**config.mk**
```make
export PLATFORM = sky130hd
export DESIGN_NAME = answer_sequencer
export DESIGN_NICKNAME = d
export VERILOG_FILES = /design/src/rtl/answer_seq_pkg.sv /design/src/rtl/answer_xor_acc.sv /design/src/rtl/answer_sequencer.sv
export SDC_FILE = /design/constraint.sdc
export NUM_CORES = 1
export LEC_CHECK = 0
export BUFFER_PORTS_ARGS = -buffer_cell sky130_fd_sc_hd__buf_2
export CORE_MARGIN = 2
export CORE_UTILIZATION = 30
export CTS_CLUSTER_SIZE = 12
export DETAILED_ROUTE_END_ITERATION = 8
export PLACE_DENSITY = 0.53
export SLEW_MARGIN = 10
export SYNTH_ARGS = -nofsm -noshare
export SYNTH_HDL_FRONTEND = slang
export SYNTH_SLANG_ARGS = --single-unit
```
**constraint.sdc**
```tcl
create_clock -name clk80MHz -period 4 [get_ports clk80MHz]
set_clock_uncertainty 0.05 [all_clocks]
set_input_delay 0.2 -clock clk80MHz [delete_from_list [all_inputs] [get_ports clk80MHz]]
set_output_delay 0.2 -clock clk80MHz [all_outputs]
set_load 0.02 [all_outputs]
```
**src/rtl/answer_seq_pkg.sv**
```systemverilog
// Shared types and constants for the LCB answer-table frame sequencer.
// The optional trailing XOR byte is enabled by defining ANSWER_SEQ_CRC_EN.
package answer_seq_pkg;

    localparam int ADDR_W = 5;
    localparam int BYTE_W = 8;

    localparam logic [ADDR_W-1:0] PARK_ADDR = '0;

    typedef enum logic [2:0] {
        S_IDLE,
        S_SETUP,
        S_WAIT,
        S_SEND,
        S_CRC,
        S_GAP
    } state_e;

endpackage

```
**src/rtl/answer_xor_acc.sv**
```systemverilog
// Running XOR of the frame bytes; feeds the trailing check byte when
// ANSWER_SEQ_CRC_EN is defined.
module answer_xor_acc
    import answer_seq_pkg::*;
(
    input  logic              clk80MHz,
    input  logic              rst,
    input  logic              i_clear,
    input  logic              i_en,
    input  logic [BYTE_W-1:0] i_byte,
    output logic [BYTE_W-1:0] o_acc
);

    logic [BYTE_W-1:0] r_acc;

    always_ff @(posedge clk80MHz or posedge rst) begin
        if (rst) begin
            r_acc <= '0;
        end else if (i_clear) begin
            r_acc <= '0;
        end else if (i_en) begin
            r_acc <= r_acc ^ i_byte;
        end
    end

    assign o_acc = r_acc;

endmodule

```
**src/rtl/answer_sequencer.sv**
```systemverilog
// Walks the answer table once per poll and streams its bytes to the serializer.
// Define ANSWER_SEQ_CRC_EN to append an XOR check byte carrying tx_last.
module answer_sequencer
    import answer_seq_pkg::*;
#(
    parameter int WORDS      = 20,
    parameter int GAP_CYCLES = 4
) (
    input  logic              clk80MHz,
    input  logic              rst,
    input  logic              req,
    output logic              busy,
    output logic [ADDR_W-1:0] ans_addr,
    input  logic [BYTE_W-1:0] ans_data,
    output logic [BYTE_W-1:0] tx_data,
    output logic              tx_valid,
    input  logic              tx_ready,
    output logic              tx_last,
    output logic [15:0]       frame_cnt,
    output logic [7:0]        drop_cnt
);

    localparam logic [ADDR_W-1:0] K_LAST   = ADDR_W'(WORDS - 1);
    localparam logic [7:0]        GAP_LAST = 8'(GAP_CYCLES - 1);

    state_e            r_state;
    logic [ADDR_W-1:0] r_k;
    logic [ADDR_W-1:0] r_ans_addr;
    logic [BYTE_W-1:0] r_tx_data;
    logic              r_tx_valid;
    logic              r_tx_last;
    logic              r_busy;
    logic [15:0]       r_frame_cnt;
    logic [7:0]        r_drop_cnt;
    logic [7:0]        r_gap_cnt;

    logic              w_last_word;
    logic [ADDR_W-1:0] w_k_next;

    assign w_last_word = (r_k == K_LAST);
    assign w_k_next    = r_k + ADDR_W'(1);

`ifdef ANSWER_SEQ_CRC_EN
    logic              w_start;
    logic              w_fold;
    logic [BYTE_W-1:0] w_crc;

    assign w_start = (r_state == S_IDLE) && req;
    assign w_fold  = (r_state == S_WAIT);

    answer_xor_acc u_xor_acc (
        .clk80MHz (clk80MHz),
        .rst      (rst),
        .i_clear  (w_start),
        .i_en     (w_fold),
        .i_byte   (ans_data),
        .o_acc    (w_crc)
    );
`endif

    // NOTE: sequential state uses non-blocking assignments so every branch sees pre-edge values.
    always_ff @(posedge clk80MHz or posedge rst) begin
        if (rst) begin
            r_state     <= S_IDLE;
            r_k         <= '0;
            r_ans_addr  <= PARK_ADDR;
            r_tx_data   <= '0;
            r_tx_valid  <= 1'b0;
            r_tx_last   <= 1'b0;
            r_busy      <= 1'b0;
            r_frame_cnt <= '0;
            r_gap_cnt   <= '0;
        end else begin
            case (r_state)
                S_IDLE: begin
                    if (req) begin
                        r_k        <= '0;
                        r_ans_addr <= '0;
                        r_busy     <= 1'b1;
                        r_state    <= S_SETUP;
                    end
                end
                // Address is shown for one clock only, so the table's last word never dwells.
                S_SETUP: begin
                    r_ans_addr <= PARK_ADDR;
                    r_state    <= S_WAIT;
                end
                S_WAIT: begin
                    r_tx_data  <= ans_data;
                    r_tx_valid <= 1'b1;
`ifdef ANSWER_SEQ_CRC_EN
                    r_tx_last  <= 1'b0;
`else
                    r_tx_last  <= w_last_word;
`endif
                    r_state    <= S_SEND;
                end
                S_SEND: begin
                    if (tx_ready) begin
                        if (!w_last_word) begin
                            r_k        <= w_k_next;
                            r_ans_addr <= w_k_next;
                            r_tx_valid <= 1'b0;
                            r_state    <= S_SETUP;
                        end else begin
`ifdef ANSWER_SEQ_CRC_EN
                            r_tx_data  <= w_crc;
                            r_tx_last  <= 1'b1;
                            r_state    <= S_CRC;
`else
                            r_tx_valid  <= 1'b0;
                            r_tx_last   <= 1'b0;
                            r_frame_cnt <= r_frame_cnt + 16'd1;
                            r_gap_cnt   <= '0;
                            r_state     <= S_GAP;
`endif
                        end
                    end
                end
`ifdef ANSWER_SEQ_CRC_EN
                S_CRC: begin
                    if (tx_ready) begin
                        r_tx_valid  <= 1'b0;
                        r_tx_last   <= 1'b0;
                        r_frame_cnt <= r_frame_cnt + 16'd1;
                        r_gap_cnt   <= '0;
                        r_state     <= S_GAP;
                    end
                end
`endif
                S_GAP: begin
                    if (r_gap_cnt == GAP_LAST) begin
                        r_busy  <= 1'b0;
                        r_state <= S_IDLE;
                    end else begin
                        r_gap_cnt <= r_gap_cnt + 8'd1;
                    end
                end
                default: r_state <= S_IDLE;
            endcase
        end
    end

    always_ff @(posedge clk80MHz or posedge rst) begin
        if (rst) begin
            r_drop_cnt <= '0;
        end else if (req && (r_state != S_IDLE) && (r_drop_cnt != 8'hFF)) begin
            r_drop_cnt <= r_drop_cnt + 8'd1;
        end
    end

    assign busy      = r_busy;
    assign ans_addr  = r_ans_addr;
    assign tx_data   = r_tx_data;
    assign tx_valid  = r_tx_valid;
    assign tx_last   = r_tx_last;
    assign frame_cnt = r_frame_cnt;
    assign drop_cnt  = r_drop_cnt;

endmodule

```
==> metrics.cfg, run 1 <==
[run_status]
result_of_the_run=complete, no violations

[pwr]
share_seq_of_total_power=0.459
power.switching_fraction=0.3552
p_switching_w=0.0006530
power_density_nw_per_um2=587.8
pwr-share-comb=0.323
vdd_ir_drop_max_v=0.0002769
power_frac_clock=0.218
power_report.internal_total_w=0.001186
static_power_due_to_leakage_nw=1.543

[routing]
drtPass1Iterations=4
remaining_drc_errors=0
routed_via_density=4.823
drt-initial-drc-count=72
ant_nets=0
total_wire_length_um=5151
via_count=1881
detail_route.wl_per_cell_um=13.21

[placed_design]
globalplace.congestion=0.7669
post-dp-hpwl_um=3700
io_buffer_count=51
worst_slack_placed_ns=2.118

[cts]
clock_tree.htree_level_count=2
cts_made_buffers=5
cts_tree=built
insertion_delay_ns=0.31
cts_resized=0
cts_root_buffer=sky130_fd_sc_hd__clkbuf_8
cts.sink_count=56
postCtsHoldBufs=0
cts.reportedPaths.clkPinSlew_ns=0.10
postCtsSetupBuffers=0
clk_path_buf_depth=2

[sta]
hold_violations=0
max_freq_mhz=531.0
fin_tns_setup_ns=0
tightest_slew_ns=0.7015
final_setup_vio_count=0
timing.final.max_slew_violations=0
layout_setup_ws_ns=2.117
grt_setup_unrepaired=false
period_minus_slack_ns=1.883
timing.final.crit_share=0.4708
slew_headroom=0.5323

[grt]
initial_antenna_violation_count=0
pin_count_of_the_biggest_net_entering_global_routing=57
grtUsageTotal=0.1134
grt_remaining_overflow=0
vias_in_the_first_global_route=1786
global_route_wire_length_before_repair_um=8845

[synthesis]
synth_seq_area_share=0.5333
synth_area_per_cell_um2=11.63
synth.yosys.warnings=0
yosys.cell_types.count=48
synth_async_sr_flop_share=1.000
synthMostInstantiatedCell=sky130_fd_sc_hd__dfrtp_1
synthDominantCellAreaShare=0.5333
synth-edff-count=0
synth_xor_area_frac=0.08667
synthesis.instances=226
multiplexer_share_of_the_synthesized_area=0.04286
ys_top_cells_by_area=sky130_fd_sc_hd__dfrtp_1, sky130_fd_sc_hd__xnor2_1, sky130_fd_sc_hd__mux2_2
synth_top_family_by_area=simple AND/OR/NAND/NOR gates
mappedNetlistNets=242
synth_area_um2=2628
synth-compound-area-share=0.09857
synthAdderAreaFrac=0.01905
synth.cells.most_frequent=sky130_fd_sc_hd__dfrtp_1, sky130_fd_sc_hd__nand2_1, sky130_fd_sc_hd__nand3_1, sky130_fd_sc_hd__xnor2_1, sky130_fd_sc_hd__nor2_1
yosys_top_cell_by_area=sky130_fd_sc_hd__dfrtp_1
post_synth_and_or_nand_nor_area_fraction=0.2048
synth_top_flop_cell=sky130_fd_sc_hd__dfrtp_1
synth_seq_cells=56

[floorplan]
floorplan.die.height_um=97.59
initial_core_utilization=0.3058
dieWidth_um=97.59
num_io_pins=52
fp-row-count=34
design.die.area_um2=9523
design.core.area_um2=8593

[final_layout]
antennaDiodeCount=0
final.fill_count=877
flow.area_growth_from_synthesis_pct=19.05
fin_nets=297
drive_above_1_share=0.2943
utilization=0.3640

[min_path]
min_path_type=in -> async

[worst_setup_path]
critical_path_cell_by_cell=ha_1 -> and4bb_4 -> o22ai_2 -> nand2_1 -> mux2_1
slowest_stage=sky130_fd_sc_hd__dfrtp_1
crit_path_start_kind=flop
worst_ep_arrival_time_ns=2.03
critical-path-max-stage-delay_ns=0.41
timing.critical_path.to_type=flop
worst-path-max-fanout=6
critPathKind=reg -> reg
required_ns=4.14

[job]
maxCapViolations=0

[cells in the final DEF (no fill, tap or decap), types with 7 or more instances in the layout]
| cell type | n |
|---|---|
| sky130_fd_sc_hd__and3_1 | 7 |
| sky130_fd_sc_hd__buf_2 | 51 |
| sky130_fd_sc_hd__clkbuf_8 | 7 |
| sky130_fd_sc_hd__dfrtp_1 | 56 |
| sky130_fd_sc_hd__mux2_2 | 8 |
| sky130_fd_sc_hd__nand2_1 | 21 |
| sky130_fd_sc_hd__nand3_1 | 16 |
| sky130_fd_sc_hd__nand4_1 | 7 |
| sky130_fd_sc_hd__nor2_1 | 12 |
| sky130_fd_sc_hd__o21ai_0 | 7 |
| sky130_fd_sc_hd__xnor2_1 | 16 |
| sky130_fd_sc_hd__xor2_1 | 10 |
[metal layers]
layer	global-route usage	wire length [µm]	vias to the layer above
met5	0	0	-
met4	0.03526	47	0
met3	0.03597	292	4
met2	0.1634	2202	44
met1	0.1623	2608	910
li1	-	-	923
[stage by stage]
stage               cell area (µm²)  hold slack, ns  instances  power (W)
floorplan                      2628          0.3017        226   0.001282
global placement               3002          0.3814        382   0.001457
CTS                            3128         0.05691        390   0.001872
finish                         3128         0.02165        390   0.001839
global route                   3128         0.05013        390   0.001974
detailed placement             3002          0.3864        382   0.001461
[cells by family after synthesis]
group | after synthesis
flip-flops | 56
buffers and inverters | 8
adder cells (fa/ha/maj) | 4
XOR/XNOR | 26
AO/OA/AOI/OAI | 35
AND/OR/NAND/NOR | 87
multiplexers | 10
[area by class of cell]
class | instances | area, µm² | area share
clock inverters | 1 | 30.03 | 0.009600
well taps | 108 | 135.1 | 0.04320
inverters | 4 | 15.01 | 0.004800
multi-input cells | 162 | 1187 | 0.3796
clock buffers | 7 | 96.34 | 0.03080
repair buffers | 52 | 262.8 | 0.08400
flip-flops and latches | 56 | 1401 | 0.4480
[state kept, by name, indices dropped and copies added, names as in the netlist]
name       cells
drop_cnt       8
busy           1
tx_data        8
ans_addr       5
tx_last        1
frame_cnt     16
r_state        3
r_k            5
tx_valid       1
r_gap_cnt      8
[final timing paths]
check | from | end | slack, ns | cells past startpoint
max in group asynchronous | rst | frame_cnt[4]$_DFFE_PP0P_ | 3.41 | 3
max | r_k[0]$_DFFE_PP0P_ | ans_addr[4]$_DFFE_PP0P_ | 2.12 | 5
min reg2reg | frame_cnt[15]$_DFFE_PP0P_ | frame_cnt[15]$_DFFE_PP0P_ | 0.42 | 1
min in group clk80MHz | ans_data[7] | tx_data[7]$_DFFE_PP0N_ | 0.07 | 2
min | rst | tx_data[7]$_DFFE_PP0N_ | 0.02 | 3
max reg2reg | r_k[0]$_DFFE_PP0P_ | ans_addr[4]$_DFFE_PP0P_ | 2.12 | 5
[critical path: cells and delay by family, from the launching register on]
family                     cells  cell delay (ns)
AOI/OAI and AO/OA              1             0.11
adders and majority gates      1             0.33
DFF                            1             0.41
muxes                          1             0.34
and+or+nand+nor                2             0.53
[power groups by stage]
stage	sequential, W	combinational (W)	clock [W]
6_report	0.000844	0.000594	0.000400
5_1_grt	0.000875	0.000653	0.000446
4_1_cts	0.000848	0.000606	0.000418
3_5_place_dp	0.000856	0.000605	0
3_3_place_gp	0.000855	0.000602	0
2_1_floorplan	0.000939	0.000342	0
Power figures use the tool's default switching activity.
==> run 2, diff against run 1 <==
- PLACE_DENSITY: 0.53 -> 0.54
- clock period: 4 -> 1.7 ns (I/O delays scaled with it)
==> run 2 against run 1 <==
  * Critical path depth unchanged
  * Cell count up 8.2%
  * Worst setup slack worse by 2.0 ns
  * Maximum frequency up 16%
  * Combinational power rose to 2.9 times the previous value
  * Worst hold slack better by 0.015 ns
  * Register-to-register slack worse by 2.0 ns
  * Final area up 11%
  * Power rose to 2.6 times the previous value
  * Largest cell class unchanged
  * Highest routed layer unchanged
==> metrics.cfg, run 2 (synthesis gave the netlist of run 1 again) <==
[cts]
insertion_delay_ns=0.32
clock_tree.htree_level_count=2
clk_path_buf_depth=2
cts_made_buffers=5
cts_root_buffer=sky130_fd_sc_hd__clkbuf_8
cts_tree=built
cts.reportedPaths.clkPinSlew_ns=0.12
cts.sink_count=56

[pwr]
static_power_due_to_leakage_nw=1.700
power.switching_fraction=0.3491
pwr-share-comb=0.365
share_seq_of_total_power=0.413
p_switching_w=0.001653
power_report.internal_total_w=0.003081
power_density_nw_per_um2=1365
power_frac_clock=0.222
vdd_ir_drop_max_v=0.0007302

[final_layout]
stdcell_count=422
mostFrequentLayoutCells=sky130_fd_sc_hd__dfrtp_1, sky130_fd_sc_hd__buf_2, sky130_fd_sc_hd__buf_4
finalInstanceArea_um2=3468
largest_register_ff_count=16
antennaDiodeCount=0
layout_commonest_cell=sky130_fd_sc_hd__dfrtp_1
drive_above_1_share=0.3599
utilization=0.4036
fin_nets=329
flow.area_growth_from_synthesis_pct=32.00

[sta]
final_setup_vio_count=0
grt_setup_unrepaired=true
timing.final.crit_share=0.9591
max_freq_mhz=613.3
hold_violations=0
fin_tns_setup_ns=0
tightest_slew_ns=0.3323
layout_setup_ws_ns=0.06961
slew_headroom=0.7768
timing.final.max_slew_violations=0
period_minus_slack_ns=1.630

[placed_design]
post-dp-hpwl_um=3797
placedInstanceArea_um2=3172
placed_cells=401
io_buffer_count=51
globalplace.congestion=0.7631
worst_slack_placed_ns=-0.005237

[min_path]
min_path_cells=3
worst_hold_path.endpoint=busy$_DFFE_PP0P_
min_path_type=in -> reg
worstHoldStart=req

[job]
maxCapViolations=0

[routing]
ant_nets=0
detail_route.wl_per_cell_um=12.87
drtPass1Iterations=4
remaining_drc_errors=0
drt-initial-drc-count=60
total_wire_length_um=5431
via_count=1983
routed_via_density=4.699

[worst_setup_path]
r2r-end=ans_addr[4]$_DFFE_PP0P_
reg2reg_from=r_k[1]$_DFFE_PP0P_
required_ns=1.85
worst-path-max-fanout=5
regToRegSetupSlack_ns=0.07
crit_path_start_kind=flop
r2r_worst_path_depth=5
worst_ep_arrival_time_ns=1.78
timing.critical_path.to_type=flop
critPathKind=reg -> reg

[floorplan]
floorplan.die.height_um=97.59
design.core.area_um2=8593
fp-row-count=34
initial_core_utilization=0.3058
dieWidth_um=97.59
design.die.area_um2=9523
num_io_pins=52

[grt]
initial_antenna_violation_count=0
pin_count_of_the_biggest_net_entering_global_routing=57
global_route_wire_length_before_repair_um=9156
grt_remaining_overflow=0
grtUsageTotal=0.1154
vias_in_the_first_global_route=1927

[run_status]
result_of_the_run=complete, no violations

[run 2: final cells by class]
cell class | count | area [µm²]
fill | 866 | 5125
clock inverter | 3 | 68.82
timing repair buffer | 84 | 550.5
tap | 108 | 135.1
sequential | 56 | 1404
clock buffer | 5 | 68.82
inverter | 4 | 15.01
multi-input combinational | 162 | 1226
[run 2: timing repair]
action                                  4_1_cts  5_1_grt
endpoints found under the setup margin        3       15
hold endpoints to repair                     64        0
pin swaps                                     1        3
gates resized for setup                       2        7
hold buffers                                  9        0
setup buffers                                 0        4
[run 2: worst max-delay path by stage]
| stage | cells after the start | start | slack [ns] | to |
|---|---|---|---|---|
| after floorplan | 5 | r_k[0]$_DFFE_PP0P_ | 0.05 | ans_addr[4]$_DFFE_PP0P_ |
| after global placement | 4 | r_state[1]$_DFFE_PP0P_ | -0.008 | frame_cnt[15]$_DFFE_PP0P_ |
| after detailed placement | 4 | r_state[1]$_DFFE_PP0P_ | -0.005 | frame_cnt[15]$_DFFE_PP0P_ |
| after CTS | 5 | r_k[1]$_DFFE_PP0P_ | 0.002 | frame_cnt[10]$_DFFE_PP0P_ |
| after global routing | 5 | r_k[1]$_DFFE_PP0P_ | -0.03 | frame_cnt[15]$_DFFE_PP0P_ |
| final | 5 | r_k[1]$_DFFE_PP0P_ | 0.07 | ans_addr[4]$_DFFE_PP0P_ |
[run 2: worst max-delay path, cell delays in order, from the launching register on]
cell and delay [ns]:
sky130_fd_sc_hd__dfrtp_1 0.43, sky130_fd_sc_hd__ha_4 0.19, sky130_fd_sc_hd__and4bb_4 0.22, sky130_fd_sc_hd__o22ai_4 0.19, sky130_fd_sc_hd__nand2_2 0.11, sky130_fd_sc_hd__mux2_1 0.32
[run 2: power groups by stage]
stage / logic, W / registers, W / clock network, W
5_1_grt: 0.00188 / 0.00201 / 0.00113
3_5_place_dp: 0.00165 / 0.00196 / 0
3_3_place_gp: 0.00164 / 0.00197 / 0
4_1_cts: 0.00168 / 0.00194 / 0.00108
6_report: 0.00173 / 0.00196 / 0.00105
2_1_floorplan: 0.000809 / 0.00221 / 0
[run 2: metal layers]
metal  vias up  routed length [µm]  track usage
li1        980                   -            -
met1       955                2684       0.1645
met2        44                2413       0.1740
met3         4                 292      0.03597
met4         0                  40      0.02244
met5         -                   0            0
[run 2: per-stage QoR]
stage | total power (W) | hold slack (ns)
floorplan | 0.003020 | 0.1867
global placement | 0.003611 | 0.1155
detailed placement | 0.003619 | 0.1195
CTS | 0.004704 | 0.02214
global route | 0.005025 | 0.04408
finish | 0.004734 | 0.03630
